[src/rtl/oai_filt_pkg.sv]
// Shared definitions for the deglitched OAI112 lane array.
// Holds the lane counter width function and the lane reset value.
package oai_filt_pkg;

    localparam logic OAI_RST_VAL = 1'b1;

    // Counter width able to hold 0..FILT_CYC-1, never narrower than one bit.
    function automatic int cnt_w(input int filt_cyc);
        int w;
        w = 1;
        if (filt_cyc > 1) begin
            w = $clog2(filt_cyc + 1);
        end else begin
            w = 1;
        end
        return w;
    endfunction

endpackage

[src/rtl/oai112_filt_lane.sv]
// One lane: OAI112 gate, raw sample register, stability counter, filtered output.
// Optional sticky "o fell" flag when OAI_STICKY_EN is defined.
module oai112_filt_lane
    import oai_filt_pkg::*;
#(
    parameter int FILT_CYC = 4
) (
    input  logic clk,
    input  logic rst,
    input  logic en,
    input  logic a1,
    input  logic b1,
    input  logic c1,
    input  logic c2,
    output logic raw_q,
    output logic o,
    output logic chg
`ifdef OAI_STICKY_EN
    ,
    output logic sticky_low,
    input  logic sticky_clr
`endif
);

    localparam int              CNT_W = cnt_w(FILT_CYC);
    localparam logic [CNT_W-1:0] LAST = CNT_W'(FILT_CYC - 1);

    if (FILT_CYC < 1) begin : g_bad_filt
        $error("oai112_filt_lane: FILT_CYC must be >= 1");
    end

    logic             raw_r, raw_nxt_s;
    logic             o_r, o_nxt_s;
    logic             chg_r, chg_nxt_s;
    logic [CNT_W-1:0] cnt_r, cnt_nxt_s;

    // Next-state for raw sample, counter and filtered output.
    always_comb begin
        raw_nxt_s = raw_r;
        o_nxt_s   = o_r;
        chg_nxt_s = 1'b0;
        cnt_nxt_s = cnt_r;
        if (en) begin
            raw_nxt_s = ~(a1 & b1 & (c1 | c2));
            if (raw_r == o_r) begin
                cnt_nxt_s = {CNT_W{1'b0}};
            end else if (cnt_r == LAST) begin
                o_nxt_s   = raw_r;
                cnt_nxt_s = {CNT_W{1'b0}};
                chg_nxt_s = 1'b1;
            end else begin
                cnt_nxt_s = cnt_r + CNT_W'(1);
            end
        end else begin
            cnt_nxt_s = cnt_r;
        end
    end

    // Lane state registers.
    always_ff @(posedge clk or posedge rst) begin
        if (rst) begin
            raw_r <= OAI_RST_VAL;
            o_r   <= OAI_RST_VAL;
            chg_r <= 1'b0;
            cnt_r <= {CNT_W{1'b0}};
        end else begin
            raw_r <= raw_nxt_s;
            o_r   <= o_nxt_s;
            chg_r <= chg_nxt_s;
            cnt_r <= cnt_nxt_s;
        end
    end

    assign raw_q = raw_r;
    assign o     = o_r;
    assign chg   = chg_r;

`ifdef OAI_STICKY_EN
    logic sticky_r, sticky_nxt_s;

    // A fall of o wins over a simultaneous clear.
    always_comb begin
        sticky_nxt_s = sticky_r;
        if (en) begin
            if (o_r && !o_nxt_s) begin
                sticky_nxt_s = 1'b1;
            end else if (sticky_clr) begin
                sticky_nxt_s = 1'b0;
            end else begin
                sticky_nxt_s = sticky_r;
            end
        end else begin
            sticky_nxt_s = sticky_r;
        end
    end

    // Sticky flag register.
    always_ff @(posedge clk or posedge rst) begin
        if (rst) begin
            sticky_r <= 1'b0;
        end else begin
            sticky_r <= sticky_nxt_s;
        end
    end

    assign sticky_low = sticky_r;
`endif

endmodule

[src/rtl/oai112_filt_array.sv]
// WIDTH independent deglitched OAI112 lanes: o = filtered ~(a1 & b1 & (c1 | c2)).
// Optional per-lane sticky "o fell" flags when OAI_STICKY_EN is defined.
module oai112_filt_array
    import oai_filt_pkg::*;
#(
    parameter int WIDTH    = 8,
    parameter int FILT_CYC = 4
) (
    input  logic             clk,
    input  logic             rst,
    input  logic             en,
    input  logic [WIDTH-1:0] a1,
    input  logic [WIDTH-1:0] b1,
    input  logic [WIDTH-1:0] c1,
    input  logic [WIDTH-1:0] c2,
    output logic [WIDTH-1:0] raw_q,
    output logic [WIDTH-1:0] o,
    output logic [WIDTH-1:0] chg
`ifdef OAI_STICKY_EN
    ,
    output logic [WIDTH-1:0] sticky_low,
    input  logic             sticky_clr
`endif
);

    if (WIDTH < 1) begin : g_bad_width
        $error("oai112_filt_array: WIDTH must be >= 1");
    end

    for (genvar i = 0; i < WIDTH; i++) begin : g_lane
        oai112_filt_lane #(
            .FILT_CYC(FILT_CYC)
        ) u_lane (
            .clk       (clk),
            .rst       (rst),
            .en        (en),
            .a1        (a1[i]),
            .b1        (b1[i]),
            .c1        (c1[i]),
            .c2        (c2[i]),
            .raw_q     (raw_q[i]),
            .o         (o[i]),
            .chg       (chg[i])
`ifdef OAI_STICKY_EN
            ,
            .sticky_low(sticky_low[i]),
            .sticky_clr(sticky_clr)
`endif
        );
    end

endmodule

[config.mk]
export PLATFORM = sky130hd
export DESIGN_NAME = oai112_filt_array
export DESIGN_NICKNAME = d
export VERILOG_FILES = /design/src/rtl/oai_filt_pkg.sv /design/src/rtl/oai112_filt_lane.sv /design/src/rtl/oai112_filt_array.sv
export SDC_FILE = /design/constraint.sdc
export NUM_CORES = 1
export LEC_CHECK = 0
export ABC_AREA = 1
export BUFFER_PORTS_ARGS = -buffer_cell sky130_fd_sc_hd__clkbuf_2
export CORE_MARGIN = 5
export CORE_UTILIZATION = 59
export CTS_BUF_LIST = sky130_fd_sc_hd__clkbuf_4 sky130_fd_sc_hd__clkbuf_8
export CTS_CLUSTER_SIZE = 12
export DETAILED_ROUTE_END_ITERATION = 8
export GPL_ROUTABILITY_DRIVEN = 0
export GPL_TIMING_DRIVEN = 0
export PLACE_DENSITY = 0.95
export SKIP_LAST_GASP = 1
export SYNTH_ARGS = -nofsm -noshare
export SYNTH_HDL_FRONTEND = slang
export SYNTH_SLANG_ARGS = --single-unit
[constraint.sdc]
create_clock -name clk -period 2.3 [get_ports clk]
set_input_delay 0.115 -clock clk [delete_from_list [all_inputs] [get_ports clk]]
set_output_delay 0.115 -clock clk [all_outputs]
set_load 0.01 [all_outputs]
==> impl_metrics.tcl, run 1 <==
set metrics [dict create \
    drtIter0Drc 122 \
    syn-num-nets 330 \
    initial_core_util_pct 60.93 \
    ctsHtreeMaxLevel 2 \
    maxCapViolCount 0 \
    synth.avg_cell_area_um2 8.553 \
    synth_common_cells "nand2_1, dfrtp_1, buf_4" \
    p_leak_uw 0.001646 \
    clock_path_buffers 2 \
    ios 59 \
    syn2layout_area_growth_pct 20.08 \
    nets 396 \
    min_from "b1[2]" \
    worst_pin_slew_ns 0.3424 \
    slew_viol_final 0 \
    root_buffer "clkbuf_8" \
    slew_headroom_pct 77.10 \
    grtUsageTotal_pct 20.82 \
    synth_adder_area_share_pct 4.077 \
    grt_pass1_vias 2027 \
    postCtsSetupRepairBufs 0 \
    avgViaCountPerCell 5.064 \
    synth_enable_flop_cells 0 \
    cts_resized 0 \
    synthSimpleGateAreaFrac_pct 22.73 \
    rr_startpoint "g_lane[7].u_lane.o$_DFFE_PP1P_" \
    synth_area_leaders "dfrtp_1, dfstp_2, nand2_1" \
    powerDensity_mw_per_mm2 968.3 \
    insertedDiodeCount 0 \
    crit_fanout 4 \
    worstSetupStartpointType "flop" \
    die-area_mm2 0.005551 \
    io_buffers 57 \
    yosysSeqAreaShare_pct 49.75 \
    synth_cells 287 \
    grt_max_degree 35 \
    placementRows 23 \
    ys_warn_count 0 \
    clock_skew_ns 0.008607 \
    crit_arrival_ns 1.11 \
    drcViolationCount 0 \
    ys_ff_latch 48 \
    synth_mux_area_share_pct 0 \
    syn_area_mm2 0.002455 \
    p_total_uw 2854 \
    cts_made_buffers 5 \
    crit_path_start "g_lane[6].u_lane.o$_DFFE_PP1P_" \
    wl_per_cell_um 12.75 \
    status "completed" \
    critPathCaptureType "output pin" \
    required_ns 2.18 \
    clk_latency_ns 0.31 \
    post_synth_xor_area_fraction_pct 2.497 \
    finalCritPeriodShare_pct 53.18 \
    drive_above_1_share_pct 33.05 \
    clock_sinks 48 \
    fp.dieH_um 74.51 \
    hold_path.class "primary input to flop" \
    rsz0062_at_grt "false" \
    hpwl_um 3868 \
    yosysUniqueCellTypes 23 \
    n_fill_cell 298 \
    synth_top_family_by_area "simple AND/OR/NAND/NOR gates" \
    antenna_found_initial 0 \
    synth-compound-area-share_pct 6.932 \
    tritoncts "done" \
    core-area_mm2 0.004029 \
    ant_nets 0 \
    synth-main-ff-cell "dfrtp_1" \
    yosysTopAreaCellShare_pct 32.62 \
    dr.pass1.iters 6 \
    ys_async_sr_fraction_pct 100.0 \
    clk_pin_slew_ns 0.09 \
    worstSetupPathType "flop to output pin" \
    fmax_mhz 817.5 \
    routed_wl_um 5152 \
    fin_tns_setup_ns 0 \
    die_w_um 74.51 \
    layout_setup_ws_ns 1.077 \
    yosysMostFrequentCell "nand2_1" \
    ir_drop_uv 682.8 \
    min_period_ns 1.223 \
    dp_slack_ns 1.127 \
    grt_pass1_wl_um 8804 \
    hold_viol 0 \
    via_count 2046 \
    setup_viol 0 \
    holdBufCountCts 1 \
    grt_overflow 0 \
    yosysTopAreaCell "dfrtp_1" \
]
state kept, by name (all words and copies together) (netlist names):
name	flops
g_lane.u_lane.cnt_r	24
g_lane.u_lane.raw_q	8
g_lane.u_lane.o	8
g_lane.u_lane.chg	8
report_power, final:
| part | total, µW | leakage [µW] | internal [µW] | switching [µW] |
|---|---|---|---|---|
| registers | 1300 | 0.000599 | 1120 | 183 |
| logic | 932 | 0.000992 | 446 | 486 |
| clock network | 623 | 0.0000548 | 328 | 295 |
layout make-up:
class | instances | area (µm²) | share of cell area, %
flip-flops and latches | 48 | 1221 | 41.43
multi-input cells | 182 | 889.6 | 30.18
repair buffers | 59 | 315.3 | 10.70
plain buffers | 32 | 250.2 | 8.489
inverters | 25 | 93.84 | 3.183
clock buffers | 5 | 68.82 | 2.334
well taps | 50 | 62.56 | 2.122
clock inverters | 3 | 46.29 | 1.570
cells in the final DEF (no fill, tap or decap), drive strengths merged:
| cell type | synthesis | final |
|---|---|---|
| a21oi | 3 | 3 |
| xor2 | 5 | 5 |
| dfstp | 16 | 16 |
| xnor2 | 2 | 2 |
| buf | 31 | 32 |
| ha | 8 | 8 |
| clkbuf | 1 | 63 |
| bufinv | 0 | 1 |
| nor2 | 25 | 25 |
| inv | 25 | 26 |
| clkinvlp | 0 | 1 |
| nand3 | 22 | 22 |
| o21ai | 25 | 25 |
| o21bai | 2 | 2 |
| nand2 | 82 | 82 |
| nand3b | 3 | 3 |
| a21boi | 2 | 2 |
| dfrtp | 32 | 32 |
| dlygate4sd3 | 0 | 1 |
| nand4 | 3 | 3 |
metal layers:
| metal | vias to the layer above | wire [µm] | track usage (%) | share of wire (%) |
|---|---|---|---|---|
| met5 | - | 0 | 0 | 0 |
| met4 | 0 | 72 | 6.126 | 1.4 |
| met3 | 7 | 301 | 5.135 | 5.8 |
| met2 | 57 | 2757 | 37.07 | 54 |
| met1 | 968 | 2019 | 24.89 | 39 |
| li1 | 1014 | - | - | - |
critical path, stage by stage, from the launching register on:
cell and delay [ns]:
dfstp_2 0.58, buf_4 0.11, clkbuf_2 0.12
worst paths after layout:
path / to / cells after the start / slack (ns)
max reg2reg: g_lane[7].u_lane.cnt_r[1]$_DFFE_PP0P_ / 3 / 1.15
min in group asynchronous: g_lane[7].u_lane.chg$_DFF_PP0_ / 3 / 0.29
min: g_lane[2].u_lane.raw_q$_DFFE_PP1P_ / 4 / 0.11
max: o[6] / 2 / 1.08
min reg2reg: g_lane[4].u_lane.o$_DFFE_PP1P_ / 2 / 0.49
max in group asynchronous: g_lane[2].u_lane.raw_q$_DFFE_PP1P_ / 4 / 1.46
stage by stage:
stage | utilization [%] | cell area, µm² | instances | hold WS [ns]
after floorplan | - | 2455 | 287 | 0.3075
after global routing | 73.17 | 2948 | 404 | 0.1051
after global placement | 69.57 | 2803 | 394 | 0.4045
after detailed placement | 70.06 | 2823 | 395 | 0.07643
final | 73.17 | 2948 | 404 | 0.1057
after CTS | 73.17 | 2948 | 404 | 0.1054
cell families after synthesis:
| kind of cell | count (synthesis) |
|---|---|
| AOI/OAI and AO/OA | 32 |
| xor gates and xnor gates | 7 |
| adders and majority gates | 8 |
| buffers and inverters | 57 |
| DFF | 48 |
| and+or+nand+nor | 135 |
Note: power is estimated with default switching activity, not from simulation.
==> run 2: changes to the inputs <==
--- a/config.mk
+++ b/config.mk
@@ -8,13 +8,13 @@
 export ABC_AREA = 1
 export BUFFER_PORTS_ARGS = -buffer_cell sky130_fd_sc_hd__clkbuf_2
 export CORE_MARGIN = 5
-export CORE_UTILIZATION = 59
+export CORE_UTILIZATION = 55
 export CTS_BUF_LIST = sky130_fd_sc_hd__clkbuf_4 sky130_fd_sc_hd__clkbuf_8
 export CTS_CLUSTER_SIZE = 12
 export DETAILED_ROUTE_END_ITERATION = 8
 export GPL_ROUTABILITY_DRIVEN = 0
 export GPL_TIMING_DRIVEN = 0
-export PLACE_DENSITY = 0.95
+export PLACE_DENSITY = 0.94
 export SKIP_LAST_GASP = 1
 export SYNTH_ARGS = -nofsm -noshare
 export SYNTH_HDL_FRONTEND = slang
==> constraint.sdc (replaced) <==
create_clock -name clk -period 1.17 [get_ports clk]
set_input_delay 0.0585 -clock clk [delete_from_list [all_inputs] [get_ports clk]]
set_output_delay 0.0585 -clock clk [all_outputs]
set_load 0.01 [all_outputs]
==> run 2 against run 1 <==
Net effect: combinational power rose by 120%; first-iteration DRC count is 58% higher; clock-buffer cell count increased by 3.
==> impl_metrics.tcl, run 2 (synthesis gave the netlist of run 1 again) <==
set metrics [dict create \
    ff2ff_path_depth 5 \
    drcViolationCount 0 \
    drtIter0Drc 193 \
    whs_path_depth 4 \
    hold_viol 0 \
    die_w_um 76.81 \
    clock_path_buffers 2 \
    clock_skew_ns 0.007435 \
    p_leak_uw 0.001660 \
    crit_arrival_ns 1.11 \
    fp.dieH_um 76.81 \
    finalCritPeriodShare_pct 99.81 \
    tritoncts "done" \
    min_period_ns 1.168 \
    slew_viol_final 0 \
    clk_latency_ns 0.31 \
    hold_path.class "primary input to flop" \
    fin_util_pct 69.17 \
    cts_made_buffers 5 \
    dp_cells 396 \
    avgViaCountPerCell 5.135 \
    fin_area_mm2 0.003012 \
    hpwl_um 3744 \
    grt_overflow 0 \
    routed_wl_um 5408 \
    largest_reg_flops 24 \
    min_from "b1[0]" \
    insertedDiodeCount 0 \
    largest_register "g_lane.u_lane.cnt_r" \
    initial_core_util_pct 56.38 \
    rr_startpoint "g_lane[4].u_lane.raw_q$_DFFE_PP1P_" \
    clock_sinks 48 \
    worstSetupStartpointType "flop" \
    required_ns 1.11 \
    status "completed" \
    ir_drop_uv 1190 \
    clk_pin_slew_ns 0.08 \
    holdWs_ns 0.03717 \
    via_count 2095 \
    critPathCaptureType "output pin" \
    slew_headroom_pct 61.91 \
    grt_pass1_vias 2096 \
    grt_pass1_wl_um 8783 \
    grt_max_degree 49 \
    ant_nets 0 \
    grtUsageTotal_pct 18.29 \
    final_cell_mix "nand2_1, clkbuf_2, dfrtp_1" \
    io_buffers 57 \
    r2r_setup_slack_ns 0.02 \
    min_to "g_lane[0].u_lane.raw_q$_DFFE_PP1P_" \
    drive_above_1_share_pct 34.27 \
    ctsHtreeMaxLevel 2 \
    powerDensity_mw_per_mm2 1896 \
    root_buffer "clkbuf_8" \
    core-area_mm2 0.004354 \
    rsz0062_at_grt "true" \
    antenna_found_initial 0 \
    die-area_mm2 0.005900 \
    worst_pin_slew_ns 0.5702 \
    syn2layout_area_growth_pct 22.68 \
    nets 398 \
    crit_fanout 3 \
    fmax_mhz 856.3 \
    ios 59 \
    wl_per_cell_um 13.25 \
    final_common_cell "nand2_1" \
    worstSetupPathType "flop to output pin" \
    fin_tns_setup_ns 0 \
    finalNonFillerCells 408 \
    timing.rr.end "g_lane[4].u_lane.cnt_r[0]$_DFFE_PP0P_" \
    maxCapViolCount 0 \
    dr.pass1.iters 4 \
    placementRows 24 \
    dpl_cell_area_mm2 0.002809 \
    setup_viol 0 \
]
[run 2: cell count changes in the layout (fill, tap and decap cells not counted), sizes merged]
cell	change
clkinvlp	+1
bufinv	-1
inv	-2
clkbuf	-5
buf	+9
[run 2: how the worst max path moves through the flow]
stage,start,to
6_report,g_lane[7].u_lane.o$_DFFE_PP1P_,o[7]
5_1_grt,g_lane[7].u_lane.o$_DFFE_PP1P_,o[7]
4_1_cts,g_lane[5].u_lane.o$_DFFE_PP1P_,o[5]
3_5_place_dp,g_lane[1].u_lane.o$_DFFE_PP1P_,g_lane[1].u_lane.cnt_r[0]$_DFFE_PP0P_
3_3_place_gp,g_lane[0].u_lane.o$_DFFE_PP1P_,g_lane[0].u_lane.chg$_DFF_PP0_
2_1_floorplan,g_lane[0].u_lane.o$_DFFE_PP1P_,g_lane[0].u_lane.cnt_r[1]$_DFFE_PP0P_
[run 2: report_power, final]
part | total [µW] | internal (µW) | switching [µW]
logic | 2090 | 1040 | 1050
registers | 2550 | 2190 | 352
clock network | 1070 | 529 | 544
[run 2: area by class of cell]
type,instances,area (µm²)
plain buffers,30,235.2
clock buffers,8,97.59
fillers,335,1343
inverters,25,97.59
multi-input cells,182,912.1
flip-flops and latches,48,1221
well taps,52,65.06
repair buffers,62,375.4
repair inverters,1,7.507
[run 2: critical path: stages (launching register included)]
cell,delay [ns]
dfstp_2,0.57
buf_4,0.11
clkbuf_2,0.11
[run 2: routing by layer]
metal / part of all wire [%] / track usage, % / vias to the layer above
met5: 0 / 0 / -
met4: 2.2 / 7.517 / 0
met3: 7.2 / 4.450 / 14
met2: 51 / 32.94 / 83
met1: 39 / 20.38 / 981
li1: - / - / 1017
[run 2: per-stage QoR]
stage	worst slack (ns)	power, µW
5_1_grt	-0.01868	6082
2_1_floorplan	0.2000	3833
6_report	0.002245	5709
4_1_cts	0.008707	5531
3_5_place_dp	0.05057	4392
3_3_place_gp	0.09962	4243
[run 2: what timing repair did]
action	CTS	global route
resized for setup	0	23
endpoints found under the setup margin	5	51
buffers inserted	4	0
hold buffers	1	0
cloned	0	1
hold endpoints to repair	32	0
==> run 3: changes to the inputs <==
--- a/config.mk
+++ b/config.mk
@@ -8,13 +8,12 @@
 export ABC_AREA = 1
 export BUFFER_PORTS_ARGS = -buffer_cell sky130_fd_sc_hd__clkbuf_2
 export CORE_MARGIN = 5
-export CORE_UTILIZATION = 55
-export CTS_BUF_LIST = sky130_fd_sc_hd__clkbuf_4 sky130_fd_sc_hd__clkbuf_8
+export CORE_UTILIZATION = 53
 export CTS_CLUSTER_SIZE = 12
 export DETAILED_ROUTE_END_ITERATION = 8
 export GPL_ROUTABILITY_DRIVEN = 0
 export GPL_TIMING_DRIVEN = 0
-export PLACE_DENSITY = 0.94
+export PLACE_DENSITY = 0.91
 export SKIP_LAST_GASP = 1
 export SYNTH_ARGS = -nofsm -noshare
 export SYNTH_HDL_FRONTEND = slang
==> run 3 against run 2 <==
Net effect: sequential share of layout area increased by 0.084 points; combinational power fell by 4%; non-clock buffer count is 2 lower; clock skew fell by 0.0024 ns; total power fell by 2.2%; flip-flop and latch count unchanged; sequential power hardly changed; die area up 3.3%; global-route usage decreased by 1.1 points; largest cell class unchanged.
==> impl_metrics.tcl, run 3 (synthesis gave the netlist of run 1 again) <==
set metrics [dict create \
    tritoncts "done" \
    clock_skew_ns 0.005020 \
    cp_slowest_cell "dfstp_2" \
    final_cell_mix "nand2_1, clkbuf_2, dfrtp_1" \
    hpwl_um 3647 \
    required_ns 1.11 \
    ff2ff_path_depth 3 \
    initial_core_util_pct 55.61 \
    min_from "b1[3]" \
    largest_register "g_lane.u_lane.cnt_r" \
    fmax_mhz 867.1 \
    avgViaCountPerCell 4.958 \
    p_leak_uw 0.001652 \
    crit_path_start "g_lane[1].u_lane.raw_q$_DFFE_PP1P_" \
    finalCritPeriodShare_pct 98.57 \
    dp_slack_ns 0.01494 \
    r2r_setup_slack_ns 0.07 \
    cts_made_buffers 5 \
    ir_drop_uv 931.7 \
    seqCellArea_mm2 0.001221 \
    maxCapViolCount 0 \
    syn2layout_area_growth_pct 22.43 \
    ios 59 \
    worstSetupPathType "flop to output pin" \
    antenna_found_initial 0 \
    final_common_cell "nand2_1" \
    drcViolationCount 0 \
    grtUsageTotal_pct 17.22 \
    slew_headroom_pct 62.13 \
    placementRows 24 \
    holdWs_ns 0.04349 \
    die-area_mm2 0.006093 \
    p_sw_share_pct 33.64 \
    cp_cell_sequence "buf_4 > clkbuf_2" \
    core-area_mm2 0.004414 \
    pwr-share-clk_pct 18.0 \
    insertedDiodeCount 0 \
    status "completed" \
    layout_setup_ws_ns 0.01668 \
    p_comb_share_pct 36.1 \
    clock_path_buffers 2 \
    slowest_delay_ns 0.57 \
    rr_startpoint "g_lane[0].u_lane.o$_DFFE_PP1P_" \
    multi_input_area_um2 907.1 \
    die_w_um 78.06 \
    crit_end "raw_q[1]" \
    critPathCaptureType "output pin" \
    largest_reg_flops 24 \
    worstSetupStartpointType "flop" \
    clk_pin_slew_ns 0.08 \
    crit_fanout 3 \
    crit_arrival_ns 1.09 \
    worst_pin_slew_ns 0.5668 \
    clock_sinks 48 \
    via_count 2013 \
    fin_util_pct 68.08 \
    internal-power_uw 3703 \
    dr.pass1.iters 4 \
    grt_pass1_wl_um 8521 \
    n_fill_cell 329 \
    io_buffers 57 \
    ant_nets 0 \
    rsz0062_at_grt "true" \
    fp.dieH_um 78.06 \
    fin_tns_setup_ns 0 \
    powerDensity_mw_per_mm2 1857 \
    hold_path.class "primary input to flop" \
    worst-path-stages 2 \
    wl_per_cell_um 12.81 \
    routed_wl_um 5202 \
    drive_above_1_share_pct 33.90 \
    clk_latency_ns 0.30 \
    grt_pass1_vias 1979 \
    drtIter0Drc 118 \
    nets 396 \
    grt_max_degree 49 \
    timing.rr.end "g_lane[0].u_lane.cnt_r[1]$_DFFE_PP0P_" \
    slew_viol_final 0 \
    p_sw_uw 1877 \
    path_buf_inv 2 \
    grt_overflow 0 \
    hold_viol 0 \
    pwr-share-seq_pct 45.9 \
    min_period_ns 1.153 \
    crit_family "flip-flops" \
    ctsHtreeMaxLevel 2 \
    setup_viol 0 \
    root_buffer "clkbuf_8" \
]
==> run 3: timing repair <==
item,CTS,global route
endpoints found under the hold margin,3,0
buffers inserted,0,1
resized for setup,1,26
hold buffers,1,0
gates cloned,0,1
pin swaps,0,0
endpoints found under the setup margin,1,51
==> run 3: worst min-delay path by stage <==
stage / to / slack [ns] / cells past startpoint
global placement: g_lane[5].u_lane.chg$_DFF_PP0_ / 0.31 / 2
CTS: g_lane[2].u_lane.raw_q$_DFFE_PP1P_ / 0.05 / 4
detailed placement: g_lane[5].u_lane.chg$_DFF_PP0_ / 0.31 / 2
finish: g_lane[3].u_lane.raw_q$_DFFE_PP1P_ / 0.04 / 4
global route: g_lane[1].u_lane.raw_q$_DFFE_PP1P_ / 0.06 / 4
floorplan: g_lane[0].u_lane.chg$_DFF_PP0_ / 0.08 / 1
==> run 3: power groups by stage <==
| stage | Clock (µW) | Sequential (µW) | Combinational, µW |
|---|---|---|---|
| 6_report | 1010 | 2560 | 2010 |
| 4_1_cts | 1030 | 2550 | 1840 |
| 3_5_place_dp | 0 | 2570 | 1820 |
| 5_1_grt | 1090 | 2610 | 2300 |
| 3_3_place_gp | 0 | 2540 | 1710 |
| 2_1_floorplan | 0 | 2480 | 1350 |
==> run 3: worst reg2reg max path, cell delays in order (launching register included) <==
cell and delay [ns]:
dfstp_2 0.56, xor2_1 0.28, nand3b_1 0.12, nand2_1 0.08
==> run 3: area by class of cell <==
cell class	count	share of cell area (%)
multi-input cells	182	30.18
clock buffers	6	2.748
repair inverters	1	0.2498
flip-flops and latches	48	40.63
clock inverters	2	0.3331
plain buffers	31	8.077
well taps	52	2.165
repair buffers	59	12.36
inverters	25	3.247
==> run 3: metal layers <==
layer / up-vias / GRT usage, % / routed length [µm]
li1: 1008 / - / -
met1: 948 / 20.28 / 2164
met2: 51 / 31.54 / 2724
met3: 6 / 3.661 / 259
met4: 0 / 4.561 / 54
met5: - / 0 / 0
==> run 3: stage by stage <==
| stage | power [µW] | cells | cell area, µm² |
|---|---|---|---|
| finish | 5581 | 406 | 3005 |
| global route | 6004 | 406 | 3005 |
| CTS | 5413 | 405 | 2919 |
| detailed placement | 4384 | 396 | 2809 |
| global placement | 4244 | 396 | 2809 |
| floorplan | 3833 | 287 | 2459 |
